**src/rtl/wos_stream_feeder.sv**
```systemverilog
// wos_stream_feeder
//   DMA-style sequencer for the masked rank-order filter kernel. Reads len
//   samples from a synchronous sample RAM, streams them into the kernel one
//   per cycle with no bubbles, drops the N-1 warm-up results and writes each
//   full-window result to consecutive result RAM addresses.
//
// Ports
//   clk, rst            clock, asynchronous active-low reset
//   start               one-cycle request, ignored while busy
//   len, src_base,      job length, first sample address, first result
//   dst_base            address (all latched on an accepted start)
//   mask_cfg, rank_cfg  kernel configuration, latched on an accepted start
//   busy, done          status to the control register block
//   rd_en/rd_addr/rd_data   sample RAM port (read data one cycle late)
//   f_new/f_mask/f_rank     kernel inputs
//   f_out                   kernel result, FILT_LAT cycles after f_new
//   wr_en/wr_addr/wr_data   result RAM write port
module wos_stream_feeder #(
  parameter int N         = 7,
  parameter int DATA_BITS = 8,
  parameter int ADDR_BITS = 10,
  parameter int FILT_LAT  = 2,
  parameter int RANK_BITS = $clog2(N + 1)
) (
  input  logic                 clk,
  input  logic                 rst,
  input  logic                 start,
  input  logic [ADDR_BITS-1:0] len,
  input  logic [ADDR_BITS-1:0] src_base,
  input  logic [ADDR_BITS-1:0] dst_base,
  input  logic [N-1:0]         mask_cfg,
  input  logic [RANK_BITS-1:0] rank_cfg,
  output logic                 busy,
  output logic                 done,
  output logic                 rd_en,
  output logic [ADDR_BITS-1:0] rd_addr,
  input  logic [DATA_BITS-1:0] rd_data,
  output logic [DATA_BITS-1:0] f_new,
  output logic [N-1:0]         f_mask,
  output logic [RANK_BITS-1:0] f_rank,
  input  logic [DATA_BITS-1:0] f_out,
  output logic                 wr_en,
  output logic [ADDR_BITS-1:0] wr_addr,
  output logic [DATA_BITS-1:0] wr_data
);

  // Read strobe to kernel result: 1 cycle RAM latency + 1 cycle f_new
  // register + FILT_LAT inside the kernel.
  localparam int PIPE = 2 + FILT_LAT;

  typedef enum logic [1:0] {IDLE, READ, DRAIN, FIN} state_t;

  state_t               state, state_nxt;
  logic [ADDR_BITS-1:0] len_q;
  logic [ADDR_BITS-1:0] rd_cnt;
  logic [ADDR_BITS-1:0] wr_ptr;
  logic [PIPE-1:0]      vld_p;
  logic [PIPE-1:0]      tag_p;
  logic                 accept;
  logic                 last_rd;
  logic                 full_win;

  assign accept   = (state == IDLE) && start;
  assign last_rd  = (rd_cnt == len_q - ADDR_BITS'(1));
  // Only samples that complete a full window produce a result worth keeping.
  assign full_win = (rd_cnt >= ADDR_BITS'(N - 1));

  always_ff @(posedge clk or negedge rst) begin
    if (!rst) state <= IDLE;
    else      state <= state_nxt;
  end

  always_comb begin
    state_nxt = state;
    rd_en     = 1'b0;
    busy      = 1'b1;
    case (state)
      IDLE: begin
        busy = 1'b0;
        if (start) state_nxt = (len == '0) ? FIN : READ;
      end
      READ: begin
        rd_en = 1'b1;
        if (last_rd) state_nxt = DRAIN;
      end
      // Leave only once every in-flight sample has left the tag pipe.
      DRAIN: if (vld_p == '0) state_nxt = FIN;
      FIN:   state_nxt = IDLE;
      default: state_nxt = IDLE;
    endcase
  end

  // Job configuration and read sequencing
  always_ff @(posedge clk or negedge rst) begin
    if (!rst) begin
      len_q   <= '0;
      rd_cnt  <= '0;
      rd_addr <= '0;
      f_mask  <= '0;
      f_rank  <= '0;
      done    <= 1'b0;
    end else begin
      done <= (state == FIN);
      if (accept) begin
        len_q   <= len;
        rd_cnt  <= '0;
        rd_addr <= src_base;
        f_mask  <= mask_cfg;
        f_rank  <= rank_cfg;
      end else if (state == READ) begin
        rd_cnt  <= rd_cnt + ADDR_BITS'(1);
        rd_addr <= rd_addr + ADDR_BITS'(1);
      end
    end
  end

  // Stage p0: RAM data returning; stage p1: sample on f_new;
  // stage p(PIPE-1): kernel result for that sample on f_out
  always_ff @(posedge clk or negedge rst) begin
    if (!rst) begin
      vld_p <= '0;
      tag_p <= '0;
      f_new <= '0;
    end else begin
      vld_p <= {vld_p[PIPE-2:0], rd_en};
      tag_p <= {tag_p[PIPE-2:0], rd_en && full_win};
      // Hold the last sample when nothing is arriving; the kernel keeps
      // shifting, but those results are untagged and dropped.
      if (vld_p[0]) f_new <= rd_data;
    end
  end

  // Writeback of tagged results
  always_ff @(posedge clk or negedge rst) begin
    if (!rst) begin
      wr_en   <= 1'b0;
      wr_addr <= '0;
      wr_data <= '0;
      wr_ptr  <= '0;
    end else begin
      wr_en <= tag_p[PIPE-1];
      if (accept) begin
        wr_ptr <= dst_base;
      end else if (tag_p[PIPE-1]) begin
        wr_data <= f_out;
        wr_addr <= wr_ptr;
        wr_ptr  <= wr_ptr + ADDR_BITS'(1);
      end
    end
  end

endmodule

```
**config.mk**
```make
export PLATFORM = sky130hd
export DESIGN_NAME = wos_stream_feeder
export DESIGN_NICKNAME = d
export VERILOG_FILES = /design/src/rtl/wos_stream_feeder.sv
export SDC_FILE = /design/constraint.sdc
export NUM_CORES = 1
export LEC_CHECK = 0
export CORE_ASPECT_RATIO = 1.1
export CORE_UTILIZATION = 40
export CTS_CLUSTER_DIAMETER = 150
export DETAILED_ROUTE_END_ITERATION = 10
export HOLD_SLACK_MARGIN = 0.08
export PLACE_DENSITY = 0.68
export SLEW_MARGIN = 20
export SYNTH_ARGS = -nofsm -noshare
export SYNTH_HDL_FRONTEND = slang
export SYNTH_SLANG_ARGS = --single-unit
```
**constraint.sdc**
```tcl
create_clock -name clk -period 2.79 [get_ports clk]
set_input_delay 0.6975 -clock clk [delete_from_list [all_inputs] [get_ports clk]]
set_output_delay 0.6975 -clock clk [all_outputs]
set_load 0.02 [all_outputs]
```
**Word-level counts from Yosys, hierarchy flattened**

Index checks and enable logic that the tools add are counted.

- Input port bits: 59
- Output and inout port bits: 50
- Flip-flop bits (word level): 88
- Word-level logic and storage cells: 49

- Add/sub/neg operators: 4
- Magnitude comparators: 1
- Bitwise operators: 1
- Equal/unequal tests: 7
- Reductions and logical operators: 9
- Mux-type cells: 13

Operators with widths:

| operator | count |
|---|---|
| $mux W10 | 6 |
| $add A10 B1 Y10 const B | 3 |
| $eq A10 B10 Y1 | 1 |
| $ge A10 B3 Y1 const B | 1 |
| $logic_not A10 Y1 | 1 |
| $sub A10 B1 Y10 const B | 1 |
| $mux W2 | 4 |
| $pmux W2 S4 | 1 |
| $ne A2 B2 Y1 const B | 3 |
| $eq A2 B2 Y1 const B | 2 |
| $logic_not A4 Y1 | 1 |
| $reduce_bool A2 Y1 | 2 |
| $reduce_and A3 Y1 | 1 |
| $eq A2 B1 Y1 const B | 1 |
| $logic_and A1 B1 Y1 | 2 |
| $logic_not A2 Y1 | 1 |
| $mux W1 | 2 |
| $reduce_and A2 Y1 | 1 |
| $not A1 Y1 | 1 |

**Longest topological paths before layout**

Gate-level depths: netlist (run 1).

- Word-level depth: 4
- Gate-level depth with buffers: 8
- Mapped depth without buffers: 8

**Worst setup path after synthesis (run 1)**

Ideal clock, no wire load.

- Path type: flip-flop to flip-flop
- Start point: register state[0]
- End point: register wr_data[7]
- Stages on the path, launching flop included: 8
- Setup time: 0.125 ns
- Buffers on the path: 2
- Slack: 0.623 ns
- Data arrival time: 2.042 ns
- Required time: 2.665 ns
- Clock period less this slack: 2.167 ns
- Cell sequence: dfrtp_1 > inv_1 > ha_1 > nand2_1 > and2_1 > clkbuf_1 > clkbuf_1 > mux2_2

- Longest elaborated chain between the ends: 4

Ends and longest elaborated chain:

| what | RTL line | source |
|---|---|---|
| start, declared | 53 | `state_t state, state_nxt;` |
| start signal, assigned | 70 | `else state <= state_nxt;` |
| $logic_not A2 Y1 | 63 | `assign accept = (state == IDLE) && start;` |
| $logic_and A1 B1 Y1 | 63 |  |
| $not A1 Y1 (no line) | -- |  |
| $reduce_and A2 Y1 (no line) | -- |  |
| end signal, assigned | 145 | `wr_data <= f_out;` |
| end, declared | 44 | `output logic [DATA_BITS-1:0] wr_data` |

Every way passes these cells.
A chain may end at the register's enable or synchronous reset.

**Worst setup path after layout (run 1)**

- Start point: register state[1]
- End point: output busy

- Longest elaborated chain between the ends: 2

Ends and longest elaborated chain:

| what | RTL line | source |
|---|---|---|
| $logic_not A2 Y1 | 77 | `case (state)` |
| $mux W1 | 77 |  |
| end, declared | 33 | `output logic busy,` |

Every way passes these cells.

==> metrics, run 1 <==
outcome finished clean; total iterations of the first detailed-routing run 6; clock root buffer clkbuf_8; setup TNS 0 ns; die height 108 um; # diodes 0; Post-synth EDFFs 0; post-synth top area cell dfrtp_1; die width 98.6 um; Util after Layout 55.3%; top_reg_cell synth dfrtp_1; Worst-path clk slew 0.09 ns; Critical Path Max Stage Delay 0.59 ns; maximum fanout along the worst path 6; Via Count 3196; Pwr Density 1090 nW/um^2; synth top area cells dfrtp_1 54%, nand2_1 8.1%, mux2_2 7.1%, xor2_1 4.7%, o21ai_0 3.3%; worst vdd ir 360 uV; setup slack after layout 0.273 ns; Tmin final 2.52 ns; nets 573; clock sink count 88; fraction of the cycle the final worst path needs 90.2%; ys async rst share 100%; Setup CP Type reg -> out; TritonCTS Buffers 9; CP Launch Type register; DP Wirelength 6.28 mm; gr ovfl total 0; max_cap viols 0; Tot GR Track Use 17.6%; Worst EP required 2.09 ns; deepest clock path buffer count 2; Final Cell Area 5500 sq um; CTS tree built; Initial Util 41.3%; # IOs 109; Peak Freq 397 MHz; sequential share of the synthesized area 53.7%; layout cells sized above 1 10.8%; Initial DRC Count 111; pre-CTS WS 0.186 ns; most common cell after layout, fill and taps aside clkdlybuf4s50_1; Area after DPL 5320 sq um; residual DRC count 0; RSZ-0062 raised after global routing no; yosys warns 0; # setup viols final 0; Resized Gates After CTS 0; Lkg Pwr 0.00236 uW; cell mode on critical path inv_1; number of routed nets with antenna violations 0; CP max-delay cell clkdlybuf4s50_1; area of the core 9940 sq um; Slew @ Worst Pin 0.718 ns; row cnt 38; Yosys top cell area share 53.7%; Setup crit end kind primary output; initial antenna violation count 0; Skew-Pair Late Insertion Delay 0.35 ns; Critical Path, Cell by Cell inv_1 > ha_1 > inv_1 > clkdlybuf4s50_1; slew margin rel. 51.6%; final hold violation count 0; Tot Pwr 6010 uW; Cells after Synth 396; # hold bufs at CTS 0; die area 10700 sq um; max-slew violations 0; Post-CTS Setup Bufs 0; vias in the first global route 3215; Netlist Area Pre-Place 4100 sq um; H-tree levels 3; RePlAce Congestion 0.761; Routed WL 8.85 mm; area grow syn2layout 33.9%; port bufs 108; Netlist cell types 41; worst hold path class in -> async; number of synthesized register bits 88; commonest non-fill, non-tap cells in the layout 107 x clkdlybuf4s50_1, 89 x nand2_1, 88 x dfrtp_1, 27 x o21ai_0, 26 x mux2_2; Clock Skew 0.0148 ns; Mapped Nets 465; CP arrival 1.82 ns; mean area per synthesized cell 10.4 sq um; first-pass GRT wire length 14.9 mm; largest net degree at the start of global routing 74; Wirelength per Cell 14.1 um; DR vias/cell 5.08
-- synth_stat cells, types with 3 or more instances --
library cell and count:
o21ai_0 27, nand3_1 9, nor4_1 5, mux2_2 26, ha_1 10, xnor2_1 13
nand4_1 12, a31oi_1 5, and3_1 5, clkbuf_1 13, nor3_1 4, xor2_1 22
nor2_1 22, o211ai_1 3, dfrtp_1 88, nand2_1 89, inv_1 13
-- metal layers --
layer / vias up / track usage, % / part of all wire (%)
met3: 10 / 3.43 / 4.2
met1: 1539 / 22.8 / 48
met2: 86 / 29.1 / 47
li1: 1561 / - / -
met5: - / 0 / 0
met4: 0 / 7.04 / 1.3
-- stage by stage --
stage	std cells	hold WS [ns]
final	629	0.326
after global routing	629	0.362
after CTS	629	0.337
after detailed placement	613	0.337
after global placement	613	0.334
after floorplan	396	0.331
-- power by group --
part	internal, uW	total, uW	switching (uW)
logic	1430	2850	1420
registers	1840	2360	514
clock network	331	807	476
total	3600	6010	2410
-- layout make-up --
class	count	area, sq um
Clock inverter	5	41.3
Tap cell	120	150
Sequential cell	88	2200
Multi-Input combinational cell	279	1780
Fill cell	895	4440
Inverter	13	48.8
Clock buffer	11	131
Timing Repair Buffer	113	1140
-- path summary, 6_finish.rpt --
kind | startpoint | to | slack, ns | depth (start not counted)
worst max-delay path | state[1] | busy | 0.27 | 4
max in group asynchronous | rst | rd_cnt[4] | 1.82 | 2
min in group clk | tag_p[2] | tag_p[3] | 0.35 | 0
worst min register to register | tag_p[2] | tag_p[3] | 0.35 | 0
worst max register to register | len_q[2] | state[0] | 0.55 | 6
worst min-delay path | rst | f_mask[3] | 0.33 | 1
-- kinds of logic after synthesis --
logic type | count (synthesis) | synth area share, %
flip-flops | 88 | 53.7
XOR/XNOR | 35 | 7.47
AO/OA/AOI/OAI | 46 | 7.04
buffers and inverters | 29 | 2.96
adder cells (fa/ha/maj) | 10 | 3.05
multiplexers | 28 | 7.62
AND/OR/NAND/NOR | 160 | 18.2
-- state kept, by name, summed over array words and instances, names as in the netlist, 3 cells and up --
signal	flops
f_mask	7
f_new	8
f_rank	3
len_q	10
rd_addr	10
rd_cnt	10
tag_p	4
vld_p	4
wr_addr	10
wr_data	8
wr_ptr	10
-- critical path, delay by kind of cell, from the launching register on --
kind                       cells  cell delay, ns
adders and majority gates      1            0.22
buffers and inverters          3            0.78
DFF                            1            0.47
No activity file was read; power rests on OpenSTA's default activity.
==> inputs of run 2 (changes only) <==
Settings changed: CELL_PAD_IN_SITES_DETAIL_PLACEMENT from default to 0, CELL_PAD_IN_SITES_GLOBAL_PLACEMENT from default to 1, DONT_BUFFER_PORTS from default to 1, PLACE_DENSITY 0.68 to default, PLACE_DENSITY_LB_ADDON from default to 0.1.
==> run 2 against run 1 <==
Wire length decreased by 3.0%. Cell area down 20%. Global-route usage fell by 0.79 points. Utilization shrank 11 points. Via count fell by 14%. Count of clock-buffer cells in the layout decreased by 2. Hold slack worse by 0.078 ns. Maximum frequency up 6.5%. First-iteration DRC count rose by 23%. Total power shrank 13%. Register-to-register slack hardly changed. Critical path depth down 1. Largest power group is now registers.
==> metrics, run 2 (synthesis gave the netlist of run 1 again) <==
outcome finished clean (unchanged); initial antenna violation count 0 (unchanged); Skew-Pair Late Insertion Delay 0.36 ns (was 0.35 ns); Via Count 2751 (was 3196); Routed WL 8.58 mm (was 8.85 mm); largest net degree at the start of global routing 89 (was 74); CP Launch Type register (unchanged); H-tree levels 3 (unchanged); Worst R2R Setup Slack 0.55 ns (about the same); FF-to-FF End state[1] (was state[0]); total iterations of the first detailed-routing run 4 (was 6); Critical Path Max Stage Delay 0.46 ns (was 0.59 ns); Setup CP Type reg -> out (unchanged); maximum fanout along the worst path 11 (was 6); family with the most delay on the worst path flip-flops (was buffers and inverters); CP max-delay cell dfrtp_1 (was clkdlybuf4s50_1); RePlAce Congestion 0.801 (was 0.761); worst hold path class in -> async (unchanged); WHS 0.248 ns (was 0.326 ns); die area 10700 sq um (unchanged); Setup crit end rd_en (was busy); Worst EP required 2.09 ns (about the same); Clock Skew 0.00626 ns (was 0.0148 ns); # hold bufs at CTS 1 (was 0); Critical R2R Launch state[0] (was len_q[2]); DR vias/cell 5.27 (was 5.08); die width 98.6 um (unchanged); # diodes 0 (unchanged); Wirelength per Cell 16.4 um (was 14.1 um); Tmin final 2.36 ns (was 2.52 ns); CTS tree built (unchanged); max-slew violations 0 (unchanged); worst vdd ir 361 uV (was 360 uV); gr ovfl total 0 (unchanged); port bufs 0 (was 108); # setup viols final 0 (unchanged); CP arrival 1.67 ns (was 1.82 ns); DP Wirelength 5.98 mm (was 6.28 mm); deepest clock path buffer count 2 (unchanged); Peak Freq 423 MHz (was 397 MHz); Slew @ Worst Pin 0.719 ns (was 0.718 ns); clock sink count 88 (unchanged); area of the core 9940 sq um (unchanged); Critical Path, Cell by Cell inv_1 > ha_1 > buf_4 (was inv_1 > ha_1 > inv_1 > clkdlybuf4s50_1); residual DRC count 0 (unchanged); fraction of the cycle the final worst path needs 84.7% (was 90.2%); TritonCTS Buffers 9 (unchanged); first-pass GRT wire length 13.7 mm (was 14.9 mm); area grow syn2layout 7.65% (was 33.9%); die height 108 um (unchanged); Resized Gates After CTS 0 (unchanged); layout cells sized above 1 14.2% (was 10.8%); setup TNS 0 ns (unchanged); slew margin rel. 51.5% (was 51.6%); row cnt 38 (unchanged); clock root buffer clkbuf_8 (unchanged); # IOs 109 (unchanged); Initial DRC Count 136 (was 111); nets 466 (was 573); commonest non-fill, non-tap cells in the layout 89 x nand2_1, 88 x dfrtp_1, 27 x o21ai_0, 26 x mux2_2 (was 107 x clkdlybuf4s50_1, 89 x nand2_1, 88 x dfrtp_1, 27 x o21ai_0, 26 x mux2_2); Buf/Inv on CP 2 (was 3); crit path launch state[1] (unchanged); Worst-path clk slew 0.09 ns (about the same); max_cap viols 0 (unchanged); Setup crit end kind primary output (unchanged); final hold violation count 0 (unchanged); Tot GR Track Use 16.8% (was 17.6%); vias in the first global route 2688 (was 3215); Lkg Pwr 0.00195 uW (was 0.00236 uW); most common cell after layout, fill and taps aside nand2_1 (was clkdlybuf4s50_1); Post-CTS Setup Bufs 0 (unchanged); Worst path depth 3 (was 4); RSZ-0062 raised after global routing no (unchanged); Reg2Reg Depth 7 (was 6); Initial Util 41.3% (unchanged); Pwr Density 1180 nW/um^2 (was 1090 nW/um^2); number of routed nets with antenna violations 0 (unchanged)
-- run 2: worst min path at each step --
stage,startpoint,endpoint,slack (ns),cells after the start
after global routing,rst,vld_p[0],0.27,1
after floorplan,tag_p[0],tag_p[1],0.33,0
after CTS,rst,rd_addr[0],0.25,1
after global placement,tag_p[2],tag_p[3],0.33,0
final,rst,wr_addr[1],0.25,1
after detailed placement,tag_p[2],tag_p[3],0.34,0
-- run 2: layout make-up --
class | instances | area, sq um
Clock inverter | 7 | 46.3
Clock buffer | 9 | 124
Tap cell | 120 | 150
Fill cell | 954 | 5520
Inverter | 13 | 48.8
Multi-Input combinational cell | 279 | 1780
Timing Repair Buffer | 6 | 65.1
Sequential cell | 88 | 2200
-- run 2: power breakdown --
group          leakage [uW]  total [uW]  internal [uW]  switching [uW]
Clock             0.0000814         797            322             476
Sequential          0.00110        2830           1840             993
Combinational      0.000774        1590            771             823
-- run 2: per-layer routing --
layer	vias up	GRT usage, %	routed length, um
li1	1342	-	-
met1	1306	21.2	3830
met2	93	27.1	4040
met3	10	4.85	584
met4	0	6.93	127
met5	-	0	0
-- run 2: metrics by stage --
step           total power [uW]  util [%]  instances  area [sq um]  worst slack (ns)
3_3_place_gp               4410      42.5        505          4220             0.622
3_5_place_dp               4460      42.5        505          4220             0.589
6_report                   5230      44.5        522          4420             0.427
4_1_cts                    5300      44.5        522          4420             0.422
2_1_floorplan              4030         -        396          4100             0.623
5_1_grt                    5650      44.5        522          4420             0.324
